[src/rtl/ifq_line_reader.sv]
// ifq_line_reader: slices fetch lines from the IFQ buffer head into single
// instructions for decode. It pulls the head line once its last word is
// consumed, and re-aligns to a new PC on flush/redirect.
module ifq_line_reader #(
    parameter int          LENGTH   = 128,
    parameter int          WORD     = 32,
    parameter logic [31:0] RESET_PC = 32'h0000_0000
) (
    input  logic              clk,
    input  logic              rst,
    input  logic              flush,
    input  logic [31:0]       redirect_pc,
    input  logic [LENGTH-1:0] line_data,
    input  logic              line_empty,
    output logic              pull,
    output logic [WORD-1:0]   instr_out,
    output logic [31:0]       instr_pc,
    output logic              instr_valid,
    input  logic              instr_ready
);

    localparam int              WORDS      = LENGTH / WORD;
    localparam int              IDXW       = (WORDS > 1) ? $clog2(WORDS) : 1;
    localparam int              BOFF       = $clog2(WORD / 8);
    localparam logic [IDXW-1:0] LAST_IDX   = IDXW'(WORDS - 1);
    localparam logic [IDXW-1:0] IDX_ONE    = IDXW'(1);
    localparam logic [31:0]     PC_STEP    = 32'(WORD / 8);
    localparam logic [31:0]     ALIGN_MASK = ~(32'(WORD / 8) - 32'd1);

    typedef enum logic {
        EMPTY,
        HOLD
    } state_e;

    state_e          state_q, state_d;
    logic [IDXW-1:0] word_idx_q, word_idx_d;
    logic [31:0]     next_pc_q, next_pc_d;
    logic [WORD-1:0] instr_out_q, instr_out_d;
    logic [31:0]     instr_pc_q, instr_pc_d;
    logic            instr_valid_q, instr_valid_d;
    logic            load;
    logic [WORD-1:0] line_words [WORDS];

    for (genvar g = 0; g < WORDS; g++) begin : g_slice
        assign line_words[g] = line_data[g*WORD +: WORD];
    end

    assign instr_out   = instr_out_q;
    assign instr_pc    = instr_pc_q;
    assign instr_valid = instr_valid_q;

    // Next-state logic: flush beats load, load beats draining to EMPTY.
    always_comb begin
        state_d       = state_q;
        word_idx_d    = word_idx_q;
        next_pc_d     = next_pc_q;
        instr_out_d   = instr_out_q;
        instr_pc_d    = instr_pc_q;
        instr_valid_d = instr_valid_q;
        load          = !flush && !line_empty && (state_q == EMPTY || instr_ready);
        pull          = rst && load && (word_idx_q == LAST_IDX);

        if (flush) begin
            instr_valid_d = 1'b0;
            state_d       = EMPTY;
            next_pc_d     = redirect_pc & ALIGN_MASK;
            word_idx_d    = redirect_pc[BOFF+IDXW-1:BOFF];
        end else if (load) begin
            instr_out_d   = line_words[word_idx_q];
            instr_pc_d    = next_pc_q;
            instr_valid_d = 1'b1;
            state_d       = HOLD;
            next_pc_d     = next_pc_q + PC_STEP;
            word_idx_d    = (word_idx_q == LAST_IDX) ? '0 : word_idx_q + IDX_ONE;
        end else if (state_q == HOLD && instr_ready) begin
            instr_valid_d = 1'b0;
            state_d       = EMPTY;
        end
    end

    // State and output registers with asynchronous active-low reset.
    always_ff @(posedge clk or negedge rst) begin
        if (!rst) begin
            state_q       <= EMPTY;
            word_idx_q    <= RESET_PC[BOFF+IDXW-1:BOFF];
            next_pc_q     <= RESET_PC;
            instr_out_q   <= '0;
            instr_pc_q    <= RESET_PC;
            instr_valid_q <= 1'b0;
        end else begin
            state_q       <= state_d;
            word_idx_q    <= word_idx_d;
            next_pc_q     <= next_pc_d;
            instr_out_q   <= instr_out_d;
            instr_pc_q    <= instr_pc_d;
            instr_valid_q <= instr_valid_d;
        end
    end

endmodule

[config.mk]
export PLATFORM = sky130hd
export DESIGN_NAME = ifq_line_reader
export DESIGN_NICKNAME = d
export VERILOG_FILES = /design/src/rtl/ifq_line_reader.sv
export SDC_FILE = /design/constraint.sdc
export NUM_CORES = 1
export LEC_CHECK = 0
export CAP_MARGIN = 25
export CORE_AREA = 4 4 111 113
export DETAILED_ROUTE_END_ITERATION = 8
export DIE_AREA = 0 0 115 117
export HOLD_SLACK_MARGIN = 0.1
export PLACE_DENSITY = 0.9
export SLEW_MARGIN = 20
export SYNTH_ARGS = -nofsm -noshare
export SYNTH_HDL_FRONTEND = slang
export SYNTH_SLANG_ARGS = --single-unit
[constraint.sdc]
create_clock -name clk -period 4.95 [get_ports clk]
set_clock_uncertainty 0.05 [all_clocks]
set_input_delay 1.485 -clock clk [delete_from_list [all_inputs] [get_ports clk]]
set_output_delay 1.485 -clock clk [all_outputs]
set_load 0.02 [all_outputs]
==> flow_summary.ini <==
[global_routing]
grt_pass1_vias = 4239
grtUsageTotal = 0.211
grt_max_degree = 64
grt_pass1_wl_um = 21900
antenna_found_initial = 0
overflow = 0

[hold_path]
min_from = instr_out[3]
hold_end = instr_out[3]
worstHoldPathType = register to register
hold_depth = 1

[setup_path]
critPathLaunchType = input pin
worst-r2r-setup-slack_ps = 2820
reg2reg_to = next_pc_q[25]
arrival_ps = 3090
r2r_start = state_q
reg2reg_depth = 6
path_cells = clkdlybuf4s50_1 -> nor2b_4 -> nor3_4 -> and3_1 -> clkdlybuf4s50_1
crit_top_cell = clkdlybuf4s50_1
worstPathMaxFanout = 6
crit_path_end_kind = output port
cp_slowest_cell = clkdlybuf4s50_1
critical-path-max-stage-delay_ps = 660
critPathRequiredTime_ps = 3410
setup.worst_path.class = input pin to output port

[timing]
setup-tns-final_ps = 0
post-route-period-util = 0.934
worst_slack_ps = 326
setup_viol = 0
timing_hold_violations_final = 0
max_slew.worst_pin.slew_ps = 854
rsz0062_at_grt = no
fmaxAchievable_mhz = 216
slew_viol_final = 0
period_minus_slack_ps = 4620
relSlewSlack = 0.431

[detailed_routing]
routed_wirelength_um = 14600
route.detailed.drc = 0
drt_first_pass_iters = 6
drt-initial-drc-count = 143
via_count = 3996
avgRoutedWirePerCell_um = 19.4
via_per_inst = 5.34
antenna_left = 0

[yosys]
syn_area_mm2 = 0.00497
seq_area_frac_synth = 0.478
yosysMostFrequentCell = dfrtp_1
yosys-top-cells-count = dfrtp_1, mux2_2, nand2_1, mux4_2, o21ai_0
async_flop_share = 1.00
ys_warn_count = 0
synth-seq-cells = 95
synth_top_cell_by_area = dfrtp_1
synth_edf_count = 0
synth_ff_type = dfrtp_1
synth.top_cell.area_share = 0.478
avgSynthCellArea_um2 = 13.0
synthTopCellsByArea = dfrtp_1, mux2_2, mux4_2
synth_cell_types = 35
postSynthCellCount = 382

[clock_network]
hold_buffers = 0
clk-insertion-delay-late_ps = 330
cts_max_level = 3
cts_made_buffers = 9
post-cts-setup-buffers = 0
cts_buffer_depth = 2
clkSlewWorstSetupHoldPaths_ps = 60
cts_sinks = 95
cts_resized = 0
tritoncts = built
cts_root_buf = clkbuf_16

[layout]
multi_input_comb_area_mm2 = 0.00245
finalNonFillerCells = 749
fillers = 843
final_core_util = 0.674
area_growth_syn_to_layout_pct = 53.3
diodes = 0
fin_nets = 768
register_area_mm2 = 0.00238
drive_gt1_frac = 0.213

[placement]
placed_cells = 733
pre_cts_ws_ps = 312
io_buffer_count = 226
gp_congestion = 0.791
hpwl_um = 11400

[die]
row_count = 39
die_x_um = 115
die_area_mm2 = 0.0135
core_mm2 = 0.0113
initial_utilization = 0.439
die_height_um = 117
pin_count = 231

[run]
cap_viol_max_count = 0

[power_and_ir_drop]
total_power_mw = 2.74
vdd_drop_max_mv = 0.202
power.leakage_nw = 2.97
power_density_mw_per_mm2 = 359

[status]
outcome = completed
-- routing by layer --
layer,vias to the layer above,share of wire,global-route usage
met2,143,0.54,0.377
li1,1848,-,-
met1,1994,0.37,0.254
met5,-,0,0
met3,11,0.084,0.0653
met4,0,0.0062,0.0399
-- worst max-delay path, delay by kind of cell --
kind                   cells  cell delay [ps]
buffers and inverters      2             1190
AND/OR/NAND/NOR            3              410
-- metrics by stage --
step	area, µm²	hold WS, ps
2_1_floorplan	4980	439
3_3_place_gp	7330	439
3_5_place_dp	7330	445
4_1_cts	7620	458
5_1_grt	7620	471
6_report	7620	455
-- cell type report --
class / count / share of cell area
repair buffers: 233 / 0.303
clock inverters: 3 / 0.00558
multi-input cells: 258 / 0.321
flip-flops and latches: 95 / 0.312
inverters: 4 / 0.00197
clock buffers: 13 / 0.0328
well taps: 143 / 0.0235
-- power breakdown --
group	switching (mW)	leakage [nW]	internal, mW	total, mW
Sequential	0.106	1.12	0.941	1.05
Clock	0.276	0.140	0.405	0.681
Combinational	0.439	1.71	0.570	1.01
-- worst max path at each step --
stage	end	start
floorplan	pull	flush
global placement	pull	instr_ready
detailed placement	pull	instr_ready
CTS	pull	instr_ready
global route	pull	instr_ready
finish	pull	instr_ready
-- cells by family after synthesis --
logic type | Yosys count | share of synthesized area
multiplexers | 98 | 0.294
AND/OR/NAND/NOR | 96 | 0.112
flip-flops | 95 | 0.478
AO/OA/AOI/OAI | 38 | 0.0405
buffers and inverters | 30 | 0.0304
XOR/XNOR | 22 | 0.0388
adder cells (fa/ha/maj) | 2 | 0.00503
other | 1 | 0.000754
-- sequential cells by signal (all words and copies together), names as in the netlist --
register	flops
instr_pc	30
next_pc_q	30
word_idx_q	2
state_q	1
instr_out	32
-- layout by cell type, fill, tap and decap left out, types with 2 or more instances in the layout --
cell type and n:
clkdlybuf4s50_1 225, dfrtp_1 94, mux2_2 64, nand2_1 33
mux4_2 32, o21ai_0 26, xor2_1 19, nand4_1 15
nor2_1 13, nand3_1 10, clkbuf_16 9, buf_4 8
or3_1 7, a31oi_1 7, nor3_4 5, inv_1 4
and3_1 3, xnor2_1 3, a21oi_1 3, clkbuf_1 3
and2_1 2, mux2i_1 2, ha_1 2, conb_1 2
Power figures use the tool's default switching activity.
==> RTL edit 1: new RTL, config.mk and constraints unchanged <==
Reset style: synchronous (`rst`), changed in one clocked block. Comments in the files are not updated.
--- a/src/rtl/ifq_line_reader.sv
+++ b/src/rtl/ifq_line_reader.sv
@@ -79,7 +79,7 @@
     end
 
     // State and output registers with asynchronous active-low reset.
-    always_ff @(posedge clk or negedge rst) begin
+    always_ff @(posedge clk) begin
         if (!rst) begin
             state_q       <= EMPTY;
             word_idx_q    <= RESET_PC[BOFF+IDXW-1:BOFF];
Function: differs if rst is asserted again (counterexample within 4 cycles, from zero or initial values and one cycle with rst low); with rst held inactive, the same outputs for 4 cycles.
==> RTL edit 1 against the unedited design <==
- wire length grew 20%
- setup slack lost 0.017 ns
- cell area shrank 0.57%
- non-clock buffer count increased by 4
- cell count up 23%
- area after synthesis is 0.40% lower
- sequential cell count is the same
- first-iteration DRC count rose to 2.9 times the old value
- maximum frequency is 0.36% lower
Power is not compared: it rests on default switching activity, and its combinational part moved more than twofold at a synthesized area within 25%.
==> RTL edit 1: results (changes against the unedited design) <==
[metrics] Compound-Gate Fraction of Synth Area: 14.9% (+11 points)
[metrics] post-synthesis share of cell area spent on full adders, half adders and majority gates: 0.505% (+0.0020 points)
[metrics] static power due to leakage: ~2.6 nW
[metrics] GPL Wtd Cong: 0.913 (+15%)
[metrics] Register-to-Register Path Depth: 4 (-2)
[metrics] buffer depth of the longest clock path: 2 (unchanged)
[metrics] number of H-tree levels: 3 (unchanged)
[metrics] data arrival time of the critical path: 3.11 ns (+0.02 ns)
[metrics] vias after detailed routing: 5,223 (+31%)
[metrics] fin util: 67.0% (-0.39 points)
[metrics] status: completed
[metrics] synthesized area per cell: 8.67 um2 (-33%)
[metrics] filler instances: 920 (+9.1%)
[metrics] via count normalized by instance count: 5.69 (+6.6%)
[metrics] fraction of layout instances using a drive strength above 1: 9.29% (-12 points)
[metrics] most area-consuming cells after synthesis: sky130_fd_sc_hd__dfxtp_1 38%, sky130_fd_sc_hd__mux4_2 15%, sky130_fd_sc_hd__nand2_1 10%
[metrics] sequential-to-total area share from yosys stat: 38.4% (-9.4 points)
[metrics] post-placement cell count: 903 (+23%)
[metrics] worst IR drop on VDD: 0.186 mV
[metrics] count of distinct cell types in the synthesized netlist: 49 (+40%)
[metrics] most numerous cell types in the synthesized netlist: 137 x sky130_fd_sc_hd__nand2_1, 95 x sky130_fd_sc_hd__dfxtp_1, 74 x sky130_fd_sc_hd__a21oi_1, 38 x sky130_fd_sc_hd__clkbuf_1, 32 x sky130_fd_sc_hd__mux4_2
[metrics] synthesized-area fraction occupied by xor and xnor cells: 1.41% (-2.5 points)
[metrics] Setup WS pre-CTS: 0.323 ns (+0.0106 ns)
[metrics] antenna cell count: 0 (unchanged)
[metrics] hold path depth: 2 (+1)
[metrics] first-pass GRT wire length: 26,600 um (+21%)
[metrics] area of placed instances: 7280 um2 (-0.67%)
[metrics] pin count of the biggest net entering global routing: 64 (unchanged)
[metrics] global-route usage over all layers: 24.9% (+3.8 points)
[metrics] via count of the first global-routing pass: 5,176 (+22%)
[metrics] clock input transition at the sequential cells of the worst setup and hold paths: 0.06 ns (about the same)
[metrics] mux contribution to synthesized area: 15.0% (-14 points)
[metrics] half-perimeter wire length after detailed placement: 13,400 um (+18%)
[metrics] first-pass detailed-route iteration total: 5 (-1)
[metrics] worst max-slew margin expressed relative to the limit: 48.0% (+5.0 points)
[metrics] Detailed Route Iter0 Violations: 421 (+190%)
[metrics] root buffer cell: sky130_fd_sc_hd__clkbuf_16
[metrics] critical path fanouts, max: 10 (+4)
[metrics] FFs w/ async S/R, synth: 0% (-100 points)
[metrics] DR WL/cell: 19.1 um (-1.9%)
[metrics] number of antenna violations at the first check in global routing: 0 (unchanged)
[metrics] fin nets: 938 (+22%)
[metrics] Yosys Warn Count: 0 (unchanged)
## RTL edit 1: metal layers
metal | wire (um) | up-vias | share of wire, % | global-route usage, %
li1 | - | 2477 | - | -
met1 | 6950 | 2496 | 40 | 31.6
met2 | 8870 | 219 | 51 | 42.2
met3 | 1290 | 31 | 7.4 | 5.91
met4 | 400 | 0 | 2.3 | 7.90
met5 | 0 | - | 0 | 0
## RTL edit 1: worst max-delay path: stages
cell and delay, ns:
sky130_fd_sc_hd__clkdlybuf4s50_1 0.55, sky130_fd_sc_hd__nor2b_4 0.10, sky130_fd_sc_hd__nor3_4 0.12, sky130_fd_sc_hd__and3_1 0.21, sky130_fd_sc_hd__clkdlybuf4s50_1 0.63
## RTL edit 1: final timing paths
path / endpoint / slack, ns / start
setup reg to reg: next_pc_q[31]$_SDFFE_PN0P_ / 2.83 / next_pc_q[10]$_SDFFE_PN0P_
setup / recovery: pull / 0.31 / instr_ready
hold / removal: instr_pc[19]$_SDFFE_PN0P_ / 0.40 / instr_pc[19]$_SDFFE_PN0P_
hold reg to reg: instr_pc[19]$_SDFFE_PN0P_ / 0.40 / instr_pc[19]$_SDFFE_PN0P_
## RTL edit 1: area by class of cell
class,count,share of cell area [%]
Multi-Input combinational cell,421,37.3
Timing Repair Buffer,237,30.9
Sequential cell,95,25.1
Clock buffer,11,3.33
Tap cell,143,2.36
Clock inverter,4,0.594
Inverter,7,0.347
## RTL edit 1: power breakdown
group | leakage, nW | internal (mW) | switching, mW | total (mW)
Combinational | 1.63 | 0.247 | 0.180 | 0.426
Clock | 0.151 | 0.414 | 0.285 | 0.699
Sequential | 0.779 | 0.807 | 0.0420 | 0.849
Total | 2.56 | 1.47 | 0.507 | 1.97
==> RTL edit 2: new RTL, same flow settings <==
Made on the original files. Change the parameter `LENGTH` from 128 to 64.
--- a/src/rtl/ifq_line_reader.sv
+++ b/src/rtl/ifq_line_reader.sv
@@ -2,7 +2,7 @@
 // instructions for decode. It pulls the head line once its last word is
 // consumed, and re-aligns to a new PC on flush/redirect.
 module ifq_line_reader #(
-    parameter int          LENGTH   = 128,
+    parameter int          LENGTH   = 64,
     parameter int          WORD     = 32,
     parameter logic [31:0] RESET_PC = 32'h0000_0000
 ) (
Interface: changed (resized line_data); port bits go from 231 to 167. No check against the original RTL was run, so the function may have changed too.
==> RTL edit 2 against the unedited design <==
- first-iteration DRC count grew 100%
- clock power is 9.5% higher
- area after synthesis fell by 7.9%
- sequential cell count decreased by 1
- utilization fell by 9.0 points
- setup slack got worse by 0.16 ns
- critical path depth is the same
- hold slack worse by 0.023 ns
- non-clock buffer count shrank 64
- wire length is 11% lower
- cell area fell by 13%
- power decreased by 12%
==> RTL edit 2: results (changes against the unedited design) <==
[metrics] pin count of the biggest net entering global routing: 103 (+61%)
[metrics] total area of multi-input combinational cells: 2050 um2 (-16%)
[metrics] Compound-Gate Fraction of Synth Area: 11.3% (+7.3 points)
[metrics] critical path fanouts, max: 2 (-4)
[metrics] half-perimeter wire length after detailed placement: 9420 um (-17%)
[metrics] input/output buffers: 162 (-28%)
[metrics] final-layout non-clock buffer area share: 25.3% (-5.0 points)
[metrics] clk_buf instances: 10 (-3)
[metrics] Register-to-Register Path Depth: 5 (-1)
[metrics] worst IR drop on VDD: 0.231 mV (+15%)
[metrics] startpoint of the worst hold path: instr_out[22]$_DFFE_PN0P_
[metrics] post-placement cell count: 722 (-1.5%)
[metrics] fraction of layout instances using a drive strength above 1: 10.9% (-10 points)
[metrics] setup slack of the most critical reg-to-reg path: 2.70 ns (-0.12 ns)
[metrics] P_sw: 726 uW (-11%)
[metrics] hold path depth: 2 (+1)
[metrics] sequential-to-total area share from yosys stat: 51.4% (+3.6 points)
[metrics] data arrival time of the critical path: 3.25 ns (+0.16 ns)
[metrics] mux contribution to synthesized area: 13.6% (-16 points)
[metrics] worst reg2reg endpoint: next_pc_q[18]$_DFFE_PN0P_
[metrics] Post-Syn Instances: 439 (+15%)
[metrics] status: completed
[metrics] post-layout instance count excluding filler cells: 738 (-1.5%)
[metrics] detailed-routing wirelength on met1: 5230 um (-2.9%)
[metrics] Detailed Route Iter0 Violations: 289 (+100%)
[metrics] via count normalized by instance count: 5.58 (+4.6%)
[metrics] worst reg2reg startpoint: next_pc_q[2]$_DFFE_PN0P_
[metrics] power per unit of standard cell area: 366 nW/um2 (+2.1%)
[metrics] number of multi-input logic gates: 308 (+19%)
[metrics] Synth Register Bits: 94 (-1.1%)
[metrics] worst max-slew margin expressed relative to the limit: 35.4% (-7.7 points)
[metrics] global-route usage over all layers: 19.2% (-1.9 points)
[metrics] fraction of area in registers: 35.6% (+4.4 points)
[metrics] synthesized-area fraction occupied by xor and xnor cells: 1.72% (-2.2 points)
[metrics] WL met2: 6240 um (-21%)
[metrics] most area-consuming cells after synthesis: sky130_fd_sc_hd__dfrtp_1 51%, sky130_fd_sc_hd__mux2i_1 7.2%, sky130_fd_sc_hd__mux2_2 6.4%
[metrics] GPL Wtd Cong: 0.808 (+2.1%)
==> RTL edit 2: changes by cell type after synthesis, sizes merged, moves of 5 or more <==
cell | unedited run | this run
mux2i | 2 | 33
mux4 | 32 | 0
o21ai | 27 | 50
nand2 | 34 | 57
nor2 | 13 | 22
xor2 | 19 | 2
clkbuf | 12 | 18
a31oi | 7 | 16
mux2 | 64 | 26
or4 | 0 | 12
o31ai | 0 | 11
nor4 | 2 | 7
==> RTL edit 2: metrics by stage <==
step / utilization (%) / setup WS [ns] / area (um2) / hold slack [ns]
detailed placement: 55.5 / 0.177 / 6290 / 0.421
finish: 58.4 / 0.161 / 6610 / 0.432
global placement: 55.5 / 0.175 / 6290 / 0.414
floorplan: - / 0.830 / 4580 / 0.445
global route: 58.4 / 0.156 / 6610 / 0.454
CTS: 58.4 / 0.177 / 6610 / 0.436
==> RTL edit 2: per-layer routing <==
metal / vias up / track usage (%)
li1: 1899 / -
met5: - / 0
met1: 1969 / 24.2
met2: 222 / 31.9
met4: 0 / 8.84
met3: 30 / 3.91
